**config.mk**
```make
export PLATFORM = sky130hd
export DESIGN_NAME = sevenseg_decode_flat
export DESIGN_NICKNAME = d
export VERILOG_FILES = /design/src/rtl/sevenseg_decode_if.sv /design/src/rtl/sevenseg_decode.sv /design/src/flat_wrapper.sv
export SDC_FILE = /design/constraint.sdc
export NUM_CORES = 1
export LEC_CHECK = 0
export BUFFER_PORTS_ARGS = -buffer_cell sky130_fd_sc_hd__buf_2
export CAP_MARGIN = 20
export CELL_PAD_IN_SITES_DETAIL_PLACEMENT = 0
export CELL_PAD_IN_SITES_GLOBAL_PLACEMENT = 1
export CORE_MARGIN = 2
export CORE_UTILIZATION = 40
export DETAILED_ROUTE_END_ITERATION = 8
export PLACE_DENSITY_LB_ADDON = 0.1
export SETUP_SLACK_MARGIN = 0.02
export SLEW_MARGIN = 0
export SYNTH_ARGS = -nofsm -noshare
export SYNTH_HDL_FRONTEND = slang
export SYNTH_SLANG_ARGS = --single-unit
```
**constraint.sdc**
```tcl
create_clock -name clk -period 3.3 [get_ports clk]
set_clock_uncertainty 0.05 [all_clocks]
set_input_delay 0.165 -clock clk [delete_from_list [all_inputs] [get_ports clk]]
set_output_delay 0.165 -clock clk [all_outputs]
set_load 0.005 [all_outputs]
```
**src/rtl/sevenseg_decode_if.sv**
```systemverilog
// Frame delivery bus between sevenseg_decode and its consumer.
// master drives the frame payload and valid; slave returns ready.
interface sevenseg_decode_if;
  logic        frame_valid;
  logic        frame_ready;
  logic [15:0] frame_value;
  logic [3:0]  frame_blank;
  logic [3:0]  frame_err;
  logic [3:0]  frame_dp;

  modport master (
    output frame_valid,
    output frame_value,
    output frame_blank,
    output frame_err,
    output frame_dp,
    input  frame_ready
  );

  modport slave (
    input  frame_valid,
    input  frame_value,
    input  frame_blank,
    input  frame_err,
    input  frame_dp,
    output frame_ready
  );
endinterface

```
**src/rtl/sevenseg_decode.sv**
```systemverilog
// Seven-segment pin-bus capture: sync, stability filter, decode, 4-digit frames.
// Optional DP capture enabled by defining SEVENSEG_DECODE_DP_EN.
module sevenseg_decode #(
  parameter int STABLE_CYCLES = 4
) (
  input  logic               clk,
  input  logic               rst_n,
  input  logic [11:0]        pins,
  sevenseg_decode_if.master  frame,
  output logic               overrun,
  input  logic               overrun_clr
);

  localparam logic [7:0] ACC_CNT = 8'(STABLE_CYCLES - 1);

  logic [11:0] pins_m;
  logic [11:0] sync1;
  logic [11:0] pin_s;
  logic [11:0] prev;
  logic [7:0]  cnt;

  logic        stable;
  logic        one_hot;
  logic        accept;
  logic        done;
  logic [3:0]  sel;
  logic [1:0]  idx;
  logic [6:0]  seg;
  logic [3:0]  nib;
  logic        blank;
  logic        err;
  logic [3:0]  bit_new;
  logic [3:0]  seen;
  logic [3:0]  seen_nx;

  logic [15:0] stg_val;
  logic [3:0]  stg_blank;
  logic [3:0]  stg_err;
  logic [15:0] nx_val;
  logic [3:0]  nx_blank;
  logic [3:0]  nx_err;

`ifdef SEVENSEG_DECODE_DP_EN
  logic        dp;
  logic [3:0]  stg_dp;
  logic [3:0]  nx_dp;

  // DP is part of the captured word and of the stability check
  always_comb begin
    pins_m = pins;
    dp     = pin_s[2];
  end
`else
  // DP masked before sync so its toggling never disturbs the filter
  always_comb begin
    pins_m = pins & ~12'h004;
  end
`endif

  // two-flop synchronizer for the asynchronous pin bus
  always_ff @(posedge clk or negedge rst_n) begin
    if (!rst_n) begin
      sync1 <= '0;
      pin_s <= '0;
    end else begin
      sync1 <= pins_m;
      pin_s <= sync1;
    end
  end

  // stability filter: restart on change, otherwise saturating count
  always_ff @(posedge clk or negedge rst_n) begin
    if (!rst_n) begin
      prev <= '0;
      cnt  <= '0;
    end else if (pin_s != prev) begin
      prev <= pin_s;
      cnt  <= '0;
    end else if (cnt != 8'hFF) begin
      cnt <= cnt + 8'd1;
    end
  end

  assign stable = (pin_s == prev) && (cnt == ACC_CNT);
  assign sel    = {pin_s[5], pin_s[7], pin_s[8], pin_s[11]};
  assign seg    = {pin_s[10], pin_s[6], pin_s[3], pin_s[1],
                   pin_s[0], pin_s[9], pin_s[4]};

  // single active digit select to digit index
  always_comb begin
    one_hot = (sel != 4'h0) && ((sel & (sel - 4'd1)) == 4'h0);
    idx     = 2'd0;
    if (one_hot) begin
      unique case (1'b1)
        sel[0]: idx = 2'd0;
        sel[1]: idx = 2'd1;
        sel[2]: idx = 2'd2;
        sel[3]: idx = 2'd3;
      endcase
    end
  end

  assign accept = stable && one_hot;

  // abcdefg pattern back to a hex nibble
  always_comb begin
    nib   = 4'h0;
    blank = 1'b0;
    err   = 1'b0;
    case (seg)
      7'h7E: nib = 4'h0;
      7'h30: nib = 4'h1;
      7'h6D: nib = 4'h2;
      7'h79: nib = 4'h3;
      7'h33: nib = 4'h4;
      7'h5B: nib = 4'h5;
      7'h5F: nib = 4'h6;
      7'h70: nib = 4'h7;
      7'h7F: nib = 4'h8;
      7'h7B: nib = 4'h9;
      7'h77: nib = 4'hA;
      7'h1F: nib = 4'hB;
      7'h4E: nib = 4'hC;
      7'h3D: nib = 4'hD;
      7'h4F: nib = 4'hE;
      7'h47: nib = 4'hF;
      7'h00: blank = 1'b1;
      default: err = 1'b1;
    endcase
  end

  // staging with the accepted digit merged in
  always_comb begin
    bit_new  = 4'b0001 << idx;
    seen_nx  = seen | bit_new;
    nx_val   = stg_val;
    nx_blank = stg_blank;
    nx_err   = stg_err;
    nx_val[{idx, 2'b00} +: 4] = nib;
    nx_blank[idx] = blank;
    nx_err[idx]   = err;
  end

`ifdef SEVENSEG_DECODE_DP_EN
  // DP staging follows the same merge as the other fields
  always_comb begin
    nx_dp      = stg_dp;
    nx_dp[idx] = dp;
  end
`endif

  assign done = accept && (seen_nx == 4'hF);

  // staging, frame registers, handshake and overrun flag
  always_ff @(posedge clk or negedge rst_n) begin
    if (!rst_n) begin
      seen              <= '0;
      stg_val           <= '0;
      stg_blank         <= '0;
      stg_err           <= '0;
      frame.frame_valid <= 1'b0;
      frame.frame_value <= '0;
      frame.frame_blank <= '0;
      frame.frame_err   <= '0;
      overrun           <= 1'b0;
    end else begin
      if (accept) begin
        stg_val   <= nx_val;
        stg_blank <= nx_blank;
        stg_err   <= nx_err;
        seen      <= done ? 4'h0 : seen_nx;
      end
      if (done) begin
        frame.frame_valid <= 1'b1;
        frame.frame_value <= nx_val;
        frame.frame_blank <= nx_blank;
        frame.frame_err   <= nx_err;
      end else if (frame.frame_valid && frame.frame_ready) begin
        frame.frame_valid <= 1'b0;
      end
      if (done && frame.frame_valid && !frame.frame_ready) begin
        overrun <= 1'b1;
      end else if (overrun_clr) begin
        overrun <= 1'b0;
      end
    end
  end

`ifdef SEVENSEG_DECODE_DP_EN
  // per-digit decimal point staging and frame copy
  always_ff @(posedge clk or negedge rst_n) begin
    if (!rst_n) begin
      stg_dp         <= '0;
      frame.frame_dp <= '0;
    end else begin
      if (accept) stg_dp <= nx_dp;
      if (done) frame.frame_dp <= nx_dp;
    end
  end
`else
  assign frame.frame_dp = 4'h0;
`endif

endmodule

```
**src/flat_wrapper.sv**
```systemverilog
// flat-port wrapper written by rule: the top's interface ports become plain ports
module sevenseg_decode_flat 
#(
  parameter int STABLE_CYCLES = 4
)
  (clk, rst_n, pins, overrun, overrun_clr, frame_frame_valid, frame_frame_value, frame_frame_blank, frame_frame_err, frame_frame_dp, frame_frame_ready);
  sevenseg_decode_if frame_i ();
  input  logic clk;
  input  logic rst_n;
  input  logic [11:0] pins;
  output logic overrun;
  input  logic overrun_clr;
  output wire logic [$bits(frame_i.frame_valid)-1:0] frame_frame_valid;
  output wire logic [$bits(frame_i.frame_value)-1:0] frame_frame_value;
  output wire logic [$bits(frame_i.frame_blank)-1:0] frame_frame_blank;
  output wire logic [$bits(frame_i.frame_err)-1:0] frame_frame_err;
  output wire logic [$bits(frame_i.frame_dp)-1:0] frame_frame_dp;
  input wire logic [$bits(frame_i.frame_ready)-1:0] frame_frame_ready;
  assign frame_frame_valid = frame_i.frame_valid;
  assign frame_frame_value = frame_i.frame_value;
  assign frame_frame_blank = frame_i.frame_blank;
  assign frame_frame_err = frame_i.frame_err;
  assign frame_frame_dp = frame_i.frame_dp;
  assign frame_i.frame_ready = frame_frame_ready;
  sevenseg_decode #(.STABLE_CYCLES(STABLE_CYCLES)) u_core (.clk(clk), .rst_n(rst_n), .pins(pins), .frame(frame_i), .overrun(overrun), .overrun_clr(overrun_clr));
endmodule
```
# Word-level counts from Yosys, hierarchy flattened
# Index checks and enable logic that the tools add are counted.
[op_classes]
addsub = 3
order_cmp = 2
n_eq_ne = 21
shift = 3
mux = 17
bitwise_logic = 2
n_reduce_logical = 16
[ops]
columns = ["cell", "n"]
rows = [
  ["equality test 7 bit (second input constant)", 12],
  ["case mux 4 bit (15 select lines)", 1],
  ["equality test 7 x 6 -> 1 bit (second input constant)", 3],
  ["OR reduction 17 bit", 1],
  ["bitwise mux 16 bit", 1],
  ["2-to-1 mux 8 bit", 2],
  ["variable shift 4 x 6 -> 16 bit (first input constant)", 1],
  ["variable part select 4 x 6 -> 16 bit", 1],
  ["equality test 11 bit", 1],
  ["inequality test 11 bit", 1],
  ["adder 8 x 1 -> 8 bit (second input constant)", 1],
  ["bitwise mux 4 bit", 2],
  ["equality test 8 x 2 -> 1 bit (second input constant)", 1],
  ["logical AND 1 bit", 8],
  ["inequality test 8 bit (second input constant)", 1],
  ["case mux 2 bit (4 select lines)", 1],
  ["equality test 7 x 5 -> 1 bit (second input constant)", 1],
  ["logical NOT 7 bit", 1],
  ["2-to-1 mux 1 bit", 7],
  ["negator 4 -> 6 bit", 1],
  ["nonzero test 2 bit", 3],
  ["AND 4 bit", 1],
  ["equality test 4 bit (second input constant)", 1],
  ["logical NOT 4 bit", 1],
  ["other kinds (10)", 10],
]
[totals]
reg_bits = 95

# Longest topological paths before layout
# Gate-level depths: netlist (run 1).
[logic_depth]
depth_word = 12
ltp_mapped = 10
depth_no_buf = 9

# Worst setup path before layout (run 1)
# No wires, ideal clock.
[synth_path]
path_type = "register to register"
from = "register u_core.pin_s[5]"
to = "register u_core.frame.frame_blank[1]"
setup_ps = 128
arrival_time_ps = 2276
t_required_ps = 3122
path_slack_ps = 847
path_stages_with_launch = 11
n_path_buf = 2
period_less_slack_ps = 2453
cell_sequence = "dfrtp_1 -> buf_2 -> xnor2_1 -> or3_1 -> inv_2 -> ha_1 -> o22ai_1 -> nor2_1 -> nand4_1 -> buf_2 -> mux2_1"
[synth_between]
elab_chain_cells = 10
[synth_lines]
columns = ["item", "line", "rtl"]
rows = [
  ["from (decl)", "sevenseg_decode.sv:18", "logic [11:0] pin_s;"],
  ["from (signal assigned)", "sevenseg_decode.sv:67", "pin_s <= sync1;"],
  ["subtractor 4 x 1 -> 4 bit", "sevenseg_decode.sv:91", "one_hot = (sel != 4'h0) && ((sel & (sel - 4'd1)) == 4'h0);"],
  ["AND 4 bit", "sevenseg_decode.sv:91", ""],
  ["logical NOT 4 bit", "sevenseg_decode.sv:91", ""],
  ["logical AND 1 bit", "sevenseg_decode.sv:91", ""],
  ["2-to-1 mux 2 bit", "sevenseg_decode.sv:93", "if (one_hot) begin"],
  ["less-than comparator 2 x 3 -> 1 bit (not written as such) / >= comparator 2 x 1 -> 1 bit (equally long branches)", "sevenseg_decode.sv:140", "nx_blank[idx] = blank;"],
  ["logical AND 1 bit (not written as such)", "sevenseg_decode.sv:140", ""],
  ["2-to-1 mux 1 bit (not written as such)", "sevenseg_decode.sv:140", ""],
  ["demux 1 bit (select 2 bit)", "-", ""],
  ["bitwise mux 4 bit", "sevenseg_decode.sv:140", ""],
  ["to (signal assigned)", "sevenseg_decode.sv:176", "frame.frame_blank <= nx_blank;"],
  ["to (decl)", "sevenseg_decode_if.sv:14", "output frame_blank,"],
]
# Several ways; a longest one is shown, not always the timed one.
# A chain may end at the register's enable or synchronous reset.

# Worst setup path after layout (run 1)
[layout_path]
from = "register u_core.pin_s[5]"
to = "register u_core.frame.frame_value[2]"
[layout_between]
elab_chain_cells = 9
[layout_lines]
columns = ["item", "line", "rtl"]
rows = [
  ["parallel branches: the longest is 9 deep, another holds negator 4 -> 6 bit", "-", ""],
  ["to (signal assigned)", "sevenseg_decode.sv:175", "frame.frame_value <= nx_val;"],
  ["to (decl)", "sevenseg_decode_if.sv:13", "output frame_value,"],
]
# Several ways; the timed one is not identified.

==> out/metrics.json, run 1 <==
{
  "status": {"value": "complete, no violations"},
  "clock_tree_from_tritoncts": {"value": "done"},
  "ant_nets": {"value": 0},
  "avgRoutedWirePerCell": {"value": 17.04, "unit": "µm"},
  "ys_seq_elements": {"value": 95},
  "first_iter_violations": {"value": 173},
  "finalNetCount": {"value": 431},
  "pre_cts_ws": {"value": 596.6, "unit": "ps"},
  "power-per-cell-area": {"value": 438.2, "unit": "nW/µm²"},
  "ys_types": {"value": 61},
  "r2r_start": {"value": "u_core.pin_s[5]"},
  "fin_crit_sh": {"value": 81.92, "unit": "%"},
  "power.total": {"value": 2.208, "unit": "mW"},
  "worst_ir_drop_vdd": {"value": 0.2329, "unit": "mV"},
  "die_height": {"value": 108.9, "unit": "µm"},
  "global_route.usage.met3": {"value": 3.527, "unit": "%"},
  "min_period": {"value": 2703, "unit": "ps"},
  "power_switching_share": {"value": 24.29, "unit": "%"},
  "total_leakage_power": {"value": 2.315, "unit": "nW"},
  "ys_top_cells_by_count": {"value": "dfrtp_1 (95), mux2_1 (28), a22o_1 (16), buf_2 (16), xnor2_1 (16)"},
  "fp-row-count": {"value": 38},
  "grt_pass1_wl": {"value": 15.48, "unit": "mm"},
  "io_buffer_count": {"value": 40},
  "dpl.hpwl": {"value": 6.327, "unit": "mm"},
  "asyncSetResetFlopFracSynth": {"value": 100.0, "unit": "%"},
  "via_count": {"value": 2996},
  "die_area": {"value": 11860, "unit": "µm²"},
  "worst-path-buf-inv": {"value": 1},
  "worst_path_largest_cell_delay": {"value": 470, "unit": "ps"},
  "grt_usage": {"value": 17.26, "unit": "%"},
  "utilization": {"value": 46.67, "unit": "%"},
  "cp_top_family": {"value": "simple AND/OR/NAND/NOR gates"},
  "drive_gt1_share": {"value": 18.93, "unit": "%"},
  "rsz0062_at_grt": {"value": "false"},
  "cts_made_buffers": {"value": 9},
  "clock_tree.htree_level_count": {"value": 3},
  "yosysSeqAreaShare": {"value": 53.99, "unit": "%"},
  "dr.pass1.iters": {"value": 4},
  "cts-hold-fix-buffers": {"value": 13},
  "via_count_of_the_first_global_routing_pass": {"value": 2826},
  "globalRouteMet2Util": {"value": 26.18, "unit": "%"},
  "max_freq": {"value": 0.3699, "unit": "GHz"},
  "number_of_antenna_cells_inserted": {"value": 0},
  "post-cts-setup-buffers": {"value": 0},
  "resized_cells_post_cts": {"value": 0},
  "worstPathRequired": {"value": 3490, "unit": "ps"},
  "post-synth-top-count-cell": {"value": "dfrtp_1"},
  "worstPathCellList": {"value": "xnor2_1 -> or3_1 -> inv_2 -> ha_1 -> o22ai_1 -> nor2_1 -> nand2_1 -> a2111oi_0 -> a21oi_1"},
  "worst_setup_path_startpoint": {"value": "u_core.pin_s[5]"},
  "tritoncts_num_sinks": {"value": 95},
  "overflow": {"value": 0},
  "pin_count_of_the_biggest_net_entering_global_routing": {"value": 82},
  "clock_power_share": {"value": 38.7, "unit": "%"},
  "worst_setup_path_end_kind": {"value": "flop"},
  "worst_skew_pair_latency": {"value": 360, "unit": "ps"},
  "initial_utilization": {"value": 40.80, "unit": "%"},
  "vias_per_cell": {"value": 5.428},
  "min_delay_path_class": {"value": "in -> reg"},
  "ctsRootBufferMaster": {"value": "clkbuf_8"},
  "synth_top_cells_by_area": {"value": "dfrtp_1 (54%), mux2_1 (7.2%), a22o_1 (3.2%), xnor2_1 (3.2%), o2bb2ai_1 (2.4%)"},
  "finalWirelength": {"value": 9.405, "unit": "mm"},
  "routabilityCongestion": {"value": 0.7534},
  "worst_setup_margin": {"value": 596.8, "unit": "ps"},
  "netlist_instances": {"value": 370},
  "crit_fanout": {"value": 10},
  "report.final.setup_viol": {"value": 0},
  "yosys.area.top_type_share": {"value": 53.99, "unit": "%"},
  "synth-warning-count": {"value": 0},
  "worst_hold_slack": {"value": 22.53, "unit": "ps"},
  "synth-edff-count": {"value": 0},
  "slowest_stage": {"value": "dfrtp_1"},
  "hold_path_startpoint": {"value": "frame_frame_ready"},
  "die_width": {"value": 108.9, "unit": "µm"},
  "setup.reg_to_reg.worst_slack": {"value": 600, "unit": "ps"},
  "timing.setup.tns": {"value": 0, "unit": "ps"},
  "clockBufferDepth": {"value": 2},
  "worst-setup-path-type": {"value": "reg -> reg"},
  "timing.max_cap.violations": {"value": 0},
  "sort_of_element_at_the_start_of_the_critical_path": {"value": "flop"},
  "synth.avg_cell_area": {"value": 11.90, "unit": "µm²"},
  "final_max_slew_viol_count": {"value": 0},
  "net-switching-power": {"value": 0.5362, "unit": "mW"},
  "synth_area_leader_cell": {"value": "dfrtp_1"},
  "sequential_cell_fraction_of_total_power": {"value": 54.8, "unit": "%"},
  "internal-power": {"value": 1.671, "unit": "mW"},
  "worst_slew_pin_slew": {"value": 771.3, "unit": "ps"},
  "flow.area_growth_from_synthesis": {"value": 14.41, "unit": "%"},
  "worst_slew_margin_relative_to_its_limit": {"value": 48.15, "unit": "%"},
  "busiest_layer": {"value": "met2"},
  "hold_fails_final_rpt": {"value": 0},
  "design.portCount": {"value": 46},
  "post-route-drc-count": {"value": 0},
  "arrival": {"value": 2890, "unit": "ps"},
  "synth.cell_area": {"value": 4403, "unit": "µm²"},
  "p_comb_share": {"value": 6.5, "unit": "%"},
  "core": {"value": 10790, "unit": "µm²"},
  "worst_setup_hold_path_clk_slew": {"value": 100, "unit": "ps"},
  "met1_usage": {"value": 25.25, "unit": "%"},
  "antenna_found_initial": {"value": 0},
  "ys.flop_type": {"value": "dfrtp_1"}
}
-- cell usage in the layout, fill, tap and decap left out, types with 3 or more instances in the layout --
master	count
dfrtp_1	95
buf_2	39
mux2_1	28
xnor2_1	16
a22o_1	16
inv_1	13
nand4_1	13
dlygate4sd3_1	13
o2bb2ai_1	12
nand3_1	11
nor2_1	11
nand2_1	10
a21oi_1	10
clkbuf_8	9
ha_1	7
buf_4	7
and3_1	5
or3_1	4
xor2_1	4
nor3_1	4
o22ai_1	4
o41ai_1	4
mux2_2	4
o21ai_0	4
a31oi_1	4
conb_1	4
nor3_2	3
a2111oi_0	3
-- routing by layer --
| layer | up-vias | wire length (µm) |
|---|---|---|
| met5 | - | 0 |
| met4 | 0 | 113 |
| met3 | 9 | 293 |
| met2 | 58 | 4408 |
| met1 | 1506 | 4589 |
| li1 | 1423 | - |
-- registers in the layout, indices dropped and copies added (netlist names) --
register and flops:
u_core.frame.frame_value 16, u_core.stg_blank 4, u_core.cnt 8, u_core.stg_err 4, u_core.frame.frame_blank 4, u_core.frame.frame_err 4
u_core.seen 4, u_core.sync1 11, u_core.overrun 1, u_core.pin_s 11, u_core.stg_val 16, u_core.frame.frame_valid 1
u_core.prev 11
-- tightest hold or removal path, stage by stage --
cell and delay, ps:
buf_2 70, nand2b_1 100, nand2_1 50
-- metrics by stage --
stage          instance area [µm²]  cells
3_3_place_gp                  4663    523
6_report                      5037    552
5_1_grt                       5037    552
4_1_cts                       5010    551
2_1_floorplan                 4414    373
3_5_place_dp                  4663    523
-- path summary, 6_finish.rpt --
kind                                           endpoint  cells past startpoint
setup reg to reg            u_core.frame.frame_value[2]                      9
setup / recovery            u_core.frame.frame_value[2]                      9
hold / removal                 u_core.frame.frame_valid                      3
max in group asynchronous             u_core.stg_err[1]                      4
min in group asynchronous  u_core.frame.frame_value[12]                      2
hold reg to reg                        u_core.pin_s[10]                      0
-- layout make-up --
type | count | area (µm²)
Timing Repair Buffer | 60 | 405.4
Clock buffer | 9 | 123.9
Inverter | 14 | 52.55
Tap cell | 140 | 175.2
Fill cell | 980 | 5756
Clock inverter | 6 | 92.59
Sequential cell | 95 | 2377
Multi-Input combinational cell | 228 | 1810
-- kinds of logic (layout without fill, tap and decap cells) --
| group | Yosys count | in the layout | synth area share, % |
|---|---|---|---|
| AO/OA/AOI/OAI | 76 | 76 | 13.61 |
| XOR/XNOR | 20 | 20 | 3.978 |
| adder cells (fa/ha/maj) | 7 | 7 | 1.989 |
| buffers and inverters | 50 | 89 | 5.144 |
| flip-flops | 95 | 95 | 53.99 |
| multiplexers | 33 | 33 | 8.411 |
| other | 1 | 4 | 0.08517 |
| AND/OR/NAND/NOR | 88 | 88 | 12.79 |
-- power by group through the flow --
| stage | registers (mW) | clock network [mW] | logic, mW |
|---|---|---|---|
| after floorplan | 1.22 | 0 | 0.0981 |
| after CTS | 1.21 | 0.879 | 0.142 |
| after global placement | 1.23 | 0 | 0.128 |
| final | 1.21 | 0.854 | 0.143 |
| after global routing | 1.22 | 0.930 | 0.161 |
| after detailed placement | 1.23 | 0 | 0.129 |
(Power assumes the default switching activity.)
==> run 2: changes to the inputs <==
--- a/config.mk
+++ b/config.mk
@@ -5,6 +5,7 @@
 export SDC_FILE = /design/constraint.sdc
 export NUM_CORES = 1
 export LEC_CHECK = 0
+export ABC_AREA = 1
 export BUFFER_PORTS_ARGS = -buffer_cell sky130_fd_sc_hd__buf_2
 export CAP_MARGIN = 20
 export CELL_PAD_IN_SITES_DETAIL_PLACEMENT = 0
==> constraint.sdc (replaced) <==
create_clock -name clk -period 2.3 [get_ports clk]
set_clock_uncertainty 0.05 [all_clocks]
set_input_delay 0.115 -clock clk [delete_from_list [all_inputs] [get_ports clk]]
set_output_delay 0.115 -clock clk [all_outputs]
set_load 0.005 [all_outputs]
==> run 2 against run 1 <==
Sequential share of layout area shrank 7.4 points. The run now ends with DRC left. Flip-flop and latch count is the same. Register-to-register slack lost 460 ps. Power grew 63%. Critical path depth grew 8. Wire length grew 12%.
==> out/metrics.json, run 2 <==
{
  "total_leakage_power": {"value": 3.155, "unit": "nW"},
  "via_count": {"value": 3796},
  "timing.setup.tns": {"value": 0, "unit": "ps"},
  "overflow": {"value": 0},
  "setup.reg_to_reg.worst_slack": {"value": 130, "unit": "ps"},
  "avgRoutedWirePerCell": {"value": 12.97, "unit": "µm"},
  "met1_usage": {"value": 23.25, "unit": "%"},
  "global_route.usage.met3": {"value": 4.821, "unit": "%"},
  "min_delay_path_class": {"value": "in -> async"},
  "worst_slew_pin_slew": {"value": 513.7, "unit": "ps"},
  "synth.avg_cell_area": {"value": 8.121, "unit": "µm²"},
  "netlist_instances": {"value": 585},
  "asyncSetResetFlopFracSynth": {"value": 100.0, "unit": "%"},
  "mostFrequentLayoutCells": {"value": "nand2_1 (194), dfrtp_1 (95), inv_1 (48)"},
  "status": {"value": "complete, but fails checks"},
  "dr.pass1.iters": {"value": 6},
  "io_buffer_count": {"value": 40},
  "synth_area_leader_cell": {"value": "dfrtp_1"},
  "ys_types": {"value": 35},
  "sort_of_element_at_the_start_of_the_critical_path": {"value": "flop"},
  "first_iter_violations": {"value": 220},
  "endpoint": {"value": "u_core.frame.frame_value[9]"},
  "ys.flop_type": {"value": "dfrtp_1"},
  "utilization": {"value": 51.81, "unit": "%"},
  "rsz0062_at_grt": {"value": "true"},
  "timing.max_cap.violations": {"value": 0},
  "r2r.worst_path.cells": {"value": 17},
  "yosysSeqAreaShare": {"value": 50.04, "unit": "%"},
  "reg.largest.list": {"value": "u_core.frame.frame_value x16, u_core.stg_val x16"},
  "yosys.area.top_type_share": {"value": 50.04, "unit": "%"},
  "core": {"value": 11520, "unit": "µm²"},
  "final_common_cell": {"value": "nand2_1"},
  "finalNetCount": {"value": 685},
  "min_period": {"value": 2166, "unit": "ps"},
  "pin_count_of_the_biggest_net_entering_global_routing": {"value": 49},
  "grt_pass1_wl": {"value": 17.33, "unit": "mm"},
  "via_count_of_the_first_global_routing_pass": {"value": 3559},
  "number_of_antenna_cells_inserted": {"value": 0},
  "max_freq": {"value": 0.4616, "unit": "GHz"},
  "fp-row-count": {"value": 39},
  "worst_hold_slack": {"value": 163.0, "unit": "ps"},
  "worst_slew_margin_relative_to_its_limit": {"value": 65.75, "unit": "%"},
  "worst_setup_path_startpoint": {"value": "u_core.pin_s[5]"},
  "finalWirelength": {"value": 10.51, "unit": "mm"},
  "antenna_found_initial": {"value": 0},
  "die_area": {"value": 12760, "unit": "µm²"},
  "ctsRootBufferMaster": {"value": "clkbuf_16"},
  "critical_path.reg2reg.endpoint": {"value": "u_core.frame.frame_value[9]"},
  "routabilityCongestion": {"value": 0.8607},
  "crit_fanout": {"value": 6},
  "fin_crit_sh": {"value": 94.18, "unit": "%"},
  "synth_top_cells_by_area": {"value": "dfrtp_1 (50%), nand2_1 (16%), nor2_1 (4.3%), inv_1 (4.1%), nand3_1 (2.7%)"},
  "final_max_slew_viol_count": {"value": 0},
  "worst-setup-path-type": {"value": "reg -> reg"},
  "dpl.hpwl": {"value": 7.421, "unit": "mm"},
  "clockBufferDepth": {"value": 2},
  "globalRouteMet2Util": {"value": 27.47, "unit": "%"},
  "die_height": {"value": 113.0, "unit": "µm"},
  "power-per-cell-area": {"value": 601.6, "unit": "nW/µm²"},
  "pre_cts_ws": {"value": -25.13, "unit": "ps"},
  "design.portCount": {"value": 46},
  "initial_utilization": {"value": 41.25, "unit": "%"},
  "clock_tree_from_tritoncts": {"value": "done"},
  "ys_seq_elements": {"value": 95},
  "die_width": {"value": 113.0, "unit": "µm"},
  "worst_setup_path_end_kind": {"value": "flop"},
  "synth-edff-count": {"value": 0},
  "post-synth-top-count-cell": {"value": "nand2_1"},
  "clock_tree.htree_level_count": {"value": 3},
  "grt_usage": {"value": 17.36, "unit": "%"},
  "hold_fails_final_rpt": {"value": 0},
  "busiest_layer": {"value": "met2"},
  "ys_top_cells_by_count": {"value": "nand2_1 (205), dfrtp_1 (95), nor2_1 (54), inv_1 (52), nand3_1 (26)"},
  "flow.area_growth_from_synthesis": {"value": 25.60, "unit": "%"},
  "tritoncts_num_sinks": {"value": 95},
  "worstPathRequired": {"value": 2490, "unit": "ps"},
  "cts_made_buffers": {"value": 9},
  "synth-warning-count": {"value": 0},
  "vias_per_cell": {"value": 4.686},
  "worst_setup_hold_path_clk_slew": {"value": 70, "unit": "ps"},
  "worst_ir_drop_vdd": {"value": 0.4768, "unit": "mV"},
  "post-route-drc-count": {"value": 5},
  "failed_checks": {"value": "DRC"},
  "worst_setup_margin": {"value": 133.8, "unit": "ps"},
  "report.final.setup_viol": {"value": 0},
  "synth.cell_area": {"value": 4751, "unit": "µm²"},
  "r2r_start": {"value": "u_core.pin_s[5]"},
  "worst_skew_pair_latency": {"value": 350, "unit": "ps"},
  "drive_gt1_share": {"value": 25.64, "unit": "%"},
  "ant_nets": {"value": 0},
  "arrival": {"value": 2360, "unit": "ps"}
}
[run 2: cell types whose count changed in the layout (fill, tap and decap cells not counted), moves of 15 or more]
cell	before	now
nand2_1	10	194
a22o_1	16	0
buf_4	7	29
nand3_1	11	26
nor2_1	11	47
inv_1	13	48
mux2_1	28	0
[run 2: cell type report]
type                       instances  area, µm²
fill                            1073       5549
multi-input combinational        401       2112
sequential                        95       2377
tap                              143      178.9
timing repair buffer              91      733.2
clock buffer                       9      225.2
inverter                          64      254.0
clock inverter                     7      86.33
[run 2: through the flow]
stage,cell area [µm²],power (mW),instances
2_1_floorplan,4837,1.915,588
3_3_place_gp,5251,2.011,765
3_5_place_dp,5251,2.015,765
4_1_cts,5789,3.626,802
5_1_grt,5967,3.744,810
6_report,5967,3.590,810
[run 2: worst max-delay path: stages (launching register included)]
cell and delay [ps]:
dfrtp_1 420, inv_2 80, nand2_2 60, nand2_2 70, nand2_2 60, nand2_4 90
inv_6 40, nand2_4 70, ha_4 160, inv_6 30, nand2_4 60, o21ai_4 60
nor3_4 200, nand4_1 140, buf_6 170, clkbuf_16 160, nor2_2 70, a21oi_1 60
[run 2: logic make-up (layout without fill, tap and decap cells)]
family | count (synthesis) | after routing | synth area share, %
flip-flops | 95 | 95 | 50.04
adder cells (fa/ha/maj) | 7 | 7 | 1.843
XOR/XNOR | 7 | 7 | 1.291
buffers and inverters | 92 | 171 | 8.770
AND/OR/NAND/NOR | 332 | 332 | 31.50
other | 1 | 4 | 0.07893
AO/OA/AOI/OAI | 51 | 51 | 6.479
[run 2: what timing repair did]
item / 4_1_cts / 5_1_grt
pin swaps: 2 / 9
hold endpoints to repair: 83 / 0
cloned: 1 / 2
endpoints found under the setup margin: 26 / 33
hold buffers: 14 / 0
gates resized for setup: 4 / 29
setup buffers: 6 / 6
[run 2: how the worst min path moves through the flow]
stage	end	slack [ps]	cells after the start
floorplan	u_core.cnt[0]	-230	0
global placement	u_core.pin_s[1]	-10	1
detailed placement	u_core.pin_s[1]	-10	1
CTS	u_core.sync1[0]	160	2
global route	u_core.sync1[5]	180	2
finish	u_core.pin_s[1]	160	2
[run 2: report_power, final]
part,leakage [nW],switching (mW),internal [mW]
logic,1.75,0.185,0.117
clock network,0.150,0.699,0.868
registers,1.25,0.0225,1.70
[run 2: metal layers]
| metal | routed length [µm] | vias up | share of wire (%) |
|---|---|---|---|
| met4 | 171 | 0 | 1.6 |
| met5 | 0 | - | 0 |
| met2 | 4847 | 50 | 46 |
| li1 | - | 1970 | - |
| met3 | 387 | 11 | 3.7 |
| met1 | 5099 | 1765 | 49 |
==> run 3: changes to the inputs <==
--- a/config.mk
+++ b/config.mk
@@ -13,7 +13,7 @@
 export CORE_MARGIN = 2
 export CORE_UTILIZATION = 40
 export DETAILED_ROUTE_END_ITERATION = 8
-export PLACE_DENSITY_LB_ADDON = 0.1
+export PLACE_DENSITY = 0.79
 export SETUP_SLACK_MARGIN = 0.02
 export SLEW_MARGIN = 0
 export SYNTH_ARGS = -nofsm -noshare
==> run 3 against run 2 <==
The run still ends with DRC left. Global-route usage decreased by 0.59 points. Maximum frequency increased by 0.12%. Combinational power decreased by 4%. Die area unchanged. Final cell count decreased by 1.1%. Sequential power about the same. Power decreased by 4.2%. Flip-flop and latch count unchanged. Worst setup slack improved by 2.7 ps. Worst hold slack got worse by 150 ps. Via count increased by 0.68%. Non-clock buffer count decreased by 9.
==> out/metrics.json, run 3 (synthesis gave the netlist of run 2 again) <==
{
  "routabilityCongestion": {"value": 0.8373},
  "drive_gt1_share": {"value": 25.84, "unit": "%"},
  "post-route-drc-count": {"value": 6},
  "min_delay_path_class": {"value": "in -> reg"},
  "status": {"value": "complete, but fails checks"},
  "worst_setup_path_end_kind": {"value": "flop"},
  "number_of_antenna_cells_inserted": {"value": 0},
  "hold_path_startpoint": {"value": "frame_frame_ready"},
  "initial_utilization": {"value": 41.25, "unit": "%"},
  "fp-row-count": {"value": 39},
  "top_layer_used": {"value": "met4"},
  "clockBufferDepth": {"value": 2},
  "power-per-cell-area": {"value": 592.5, "unit": "nW/µm²"},
  "total_leakage_power": {"value": 3.067, "unit": "nW"},
  "fin_crit_sh": {"value": 94.07, "unit": "%"},
  "reg.largest.list": {"value": "u_core.frame.frame_value x16, u_core.stg_val x16"},
  "grt_pass1_wl": {"value": 17.01, "unit": "mm"},
  "r2r_start": {"value": "u_core.pin_s[8]"},
  "cts_made_buffers": {"value": 9},
  "dr.pass1.iters": {"value": 6},
  "hold_path_end": {"value": "u_core.frame.frame_valid"},
  "clock_tree_from_tritoncts": {"value": "done"},
  "report.final.setup_viol": {"value": 0},
  "worst-setup-path-type": {"value": "reg -> reg"},
  "power.total": {"value": 3.440, "unit": "mW"},
  "worst_setup_hold_path_clk_slew": {"value": 60, "unit": "ps"},
  "die_height": {"value": 113.0, "unit": "µm"},
  "dr_wl_met2": {"value": 4.657, "unit": "mm"},
  "timing.max_cap.violations": {"value": 0},
  "design.portCount": {"value": 46},
  "r2r.worst_path.cells": {"value": 15},
  "mostFrequentLayoutCells": {"value": "nand2_1 (191), dfrtp_1 (95), nor2_1 (48)"},
  "arrival": {"value": 2340, "unit": "ps"},
  "ff_latch_area": {"value": 2377, "unit": "µm²"},
  "core": {"value": 11520, "unit": "µm²"},
  "io_buffer_count": {"value": 40},
  "vias_per_cell": {"value": 4.772},
  "worst_skew_pair_latency": {"value": 340, "unit": "ps"},
  "postPlaceCellArea": {"value": 5209, "unit": "µm²"},
  "tritoncts_num_sinks": {"value": 95},
  "first_iter_violations": {"value": 180},
  "multiInputGateArea": {"value": 2102, "unit": "µm²"},
  "sort_of_element_at_the_start_of_the_critical_path": {"value": "flop"},
  "pre_cts_ws": {"value": 30.75, "unit": "ps"},
  "path_depth": {"value": 15},
  "holdPathStages": {"value": 4},
  "rsz0062_at_grt": {"value": "true"},
  "worst_setup_margin": {"value": 136.5, "unit": "ps"},
  "worstPathCellList": {"value": "inv_2 -> nand2_2 -> nand2_2 -> nand2_2 -> nand2_4 -> a21oi_4 -> buf_6 -> ha_4 -> o21ai_2 -> nor3_2 -> nand4_1 -> buf_6 -> buf_8 -> nor2_2 -> a21oi_2"},
  "worstPathRequired": {"value": 2480, "unit": "ps"},
  "utilization": {"value": 50.41, "unit": "%"},
  "critical_path.reg2reg.endpoint": {"value": "u_core.frame.frame_err[3]"},
  "timing.setup.tns": {"value": 0, "unit": "ps"},
  "final_cells": {"value": 801},
  "min_period": {"value": 2164, "unit": "ps"},
  "antenna_found_initial": {"value": 0},
  "detail_route.wirelength.met1": {"value": 4.810, "unit": "mm"},
  "ctsRootBufferMaster": {"value": "clkbuf_16"},
  "ant_nets": {"value": 0},
  "grt_usage": {"value": 16.77, "unit": "%"},
  "worst-path-buf-inv": {"value": 4},
  "setup.reg_to_reg.worst_slack": {"value": 140, "unit": "ps"},
  "flow.area_growth_from_synthesis": {"value": 22.20, "unit": "%"},
  "worst_path_largest_cell_delay": {"value": 400, "unit": "ps"},
  "pin_count_of_the_biggest_net_entering_global_routing": {"value": 78},
  "die_width": {"value": 113.0, "unit": "µm"},
  "failed_checks": {"value": "DRC"},
  "finalNetCount": {"value": 676},
  "overflow": {"value": 0},
  "clock_tree.htree_level_count": {"value": 3},
  "placed_cells": {"value": 761},
  "critPathMostFrequentCell": {"value": "nand2_2"},
  "number_of_filler_instances_in_the_final_layout": {"value": 1103},
  "via_count_of_the_first_global_routing_pass": {"value": 3629},
  "routed_length_on_met3": {"value": 377, "unit": "µm"},
  "dpl.hpwl": {"value": 7.057, "unit": "mm"},
  "via_count": {"value": 3822},
  "finalWirelength": {"value": 10.01, "unit": "mm"},
  "design_area": {"value": 5806, "unit": "µm²"},
  "crit_fanout": {"value": 8},
  "final_common_cell": {"value": "nand2_1"},
  "die_area": {"value": 12760, "unit": "µm²"},
  "avgRoutedWirePerCell": {"value": 12.50, "unit": "µm"},
  "worst_ir_drop_vdd": {"value": 0.7360, "unit": "mV"},
  "worst_hold_slack": {"value": 12.64, "unit": "ps"},
  "max_freq": {"value": 0.4622, "unit": "GHz"},
  "cp_top_family": {"value": "simple AND/OR/NAND/NOR gates"},
  "final_max_slew_viol_count": {"value": 0},
  "slowest_stage": {"value": "dfrtp_1"},
  "hold_fails_final_rpt": {"value": 0}
}
run 3: cell count changes in the layout (fill, tap and decap cells not counted), sizes merged:
cell         before  now
buf              75   69
inv              66   62
clkbuf           11   14
bufinv            1    0
clkinv            3    4
clkinvlp          1    0
dlygate4sd3      14   13
run 3: how the worst max path moves through the flow:
| stage | start | endpoint |
|---|---|---|
| detailed placement | u_core.pin_s[5] | u_core.seen[0] |
| finish | u_core.pin_s[8] | u_core.frame.frame_err[3] |
| CTS | u_core.pin_s[5] | u_core.frame.frame_err[0] |
| global route | u_core.pin_s[8] | u_core.frame.frame_err[0] |
| global placement | u_core.pin_s[5] | u_core.seen[0] |
| floorplan | u_core.pin_s[5] | u_core.frame.frame_value[12] |
run 3: worst reg2reg max path: stages, from the launching register on:
cell     delay, ps
dfrtp_1        400
inv_2           60
nand2_2         90
nand2_2         60
nand2_2         80
nand2_4         70
a21oi_4        190
buf_6          130
ha_4           130
o21ai_2         60
nor3_2         160
nand4_1        140
buf_6          160
buf_8          140
nor2_2          90
a21oi_2         60
run 3: per-layer routing:
metal	vias to the layer above	track usage (%)
li1	1955	-
met1	1798	22.54
met2	60	26.83
met3	9	3.214
met4	0	6.911
met5	-	0
run 3: what timing repair did:
item                                    4_1_cts  5_1_grt
endpoints found under the setup margin        3       34
gates resized for setup                       1       39
hold buffers                                 13        0
hold endpoints to repair                     75        0
pin swaps                                     0       12
gates cloned                                  0        1
setup buffers                                 1       10
run 3: power by group:
group | switching, mW | total, mW | internal (mW)
clock | 0.605 | 1.43 | 0.823
combinational | 0.181 | 0.290 | 0.109
sequential | 0.0224 | 1.72 | 1.70
total | 0.808 | 3.44 | 2.63
run 3: layout make-up:
class,instances,area share [%]
well taps,143,3.082
flip-flops and latches,95,40.95
inverters,64,4.289
clock inverters,2,0.2371
multi-input cells,401,36.21
clock buffers,14,4.720
repair buffers,82,10.52
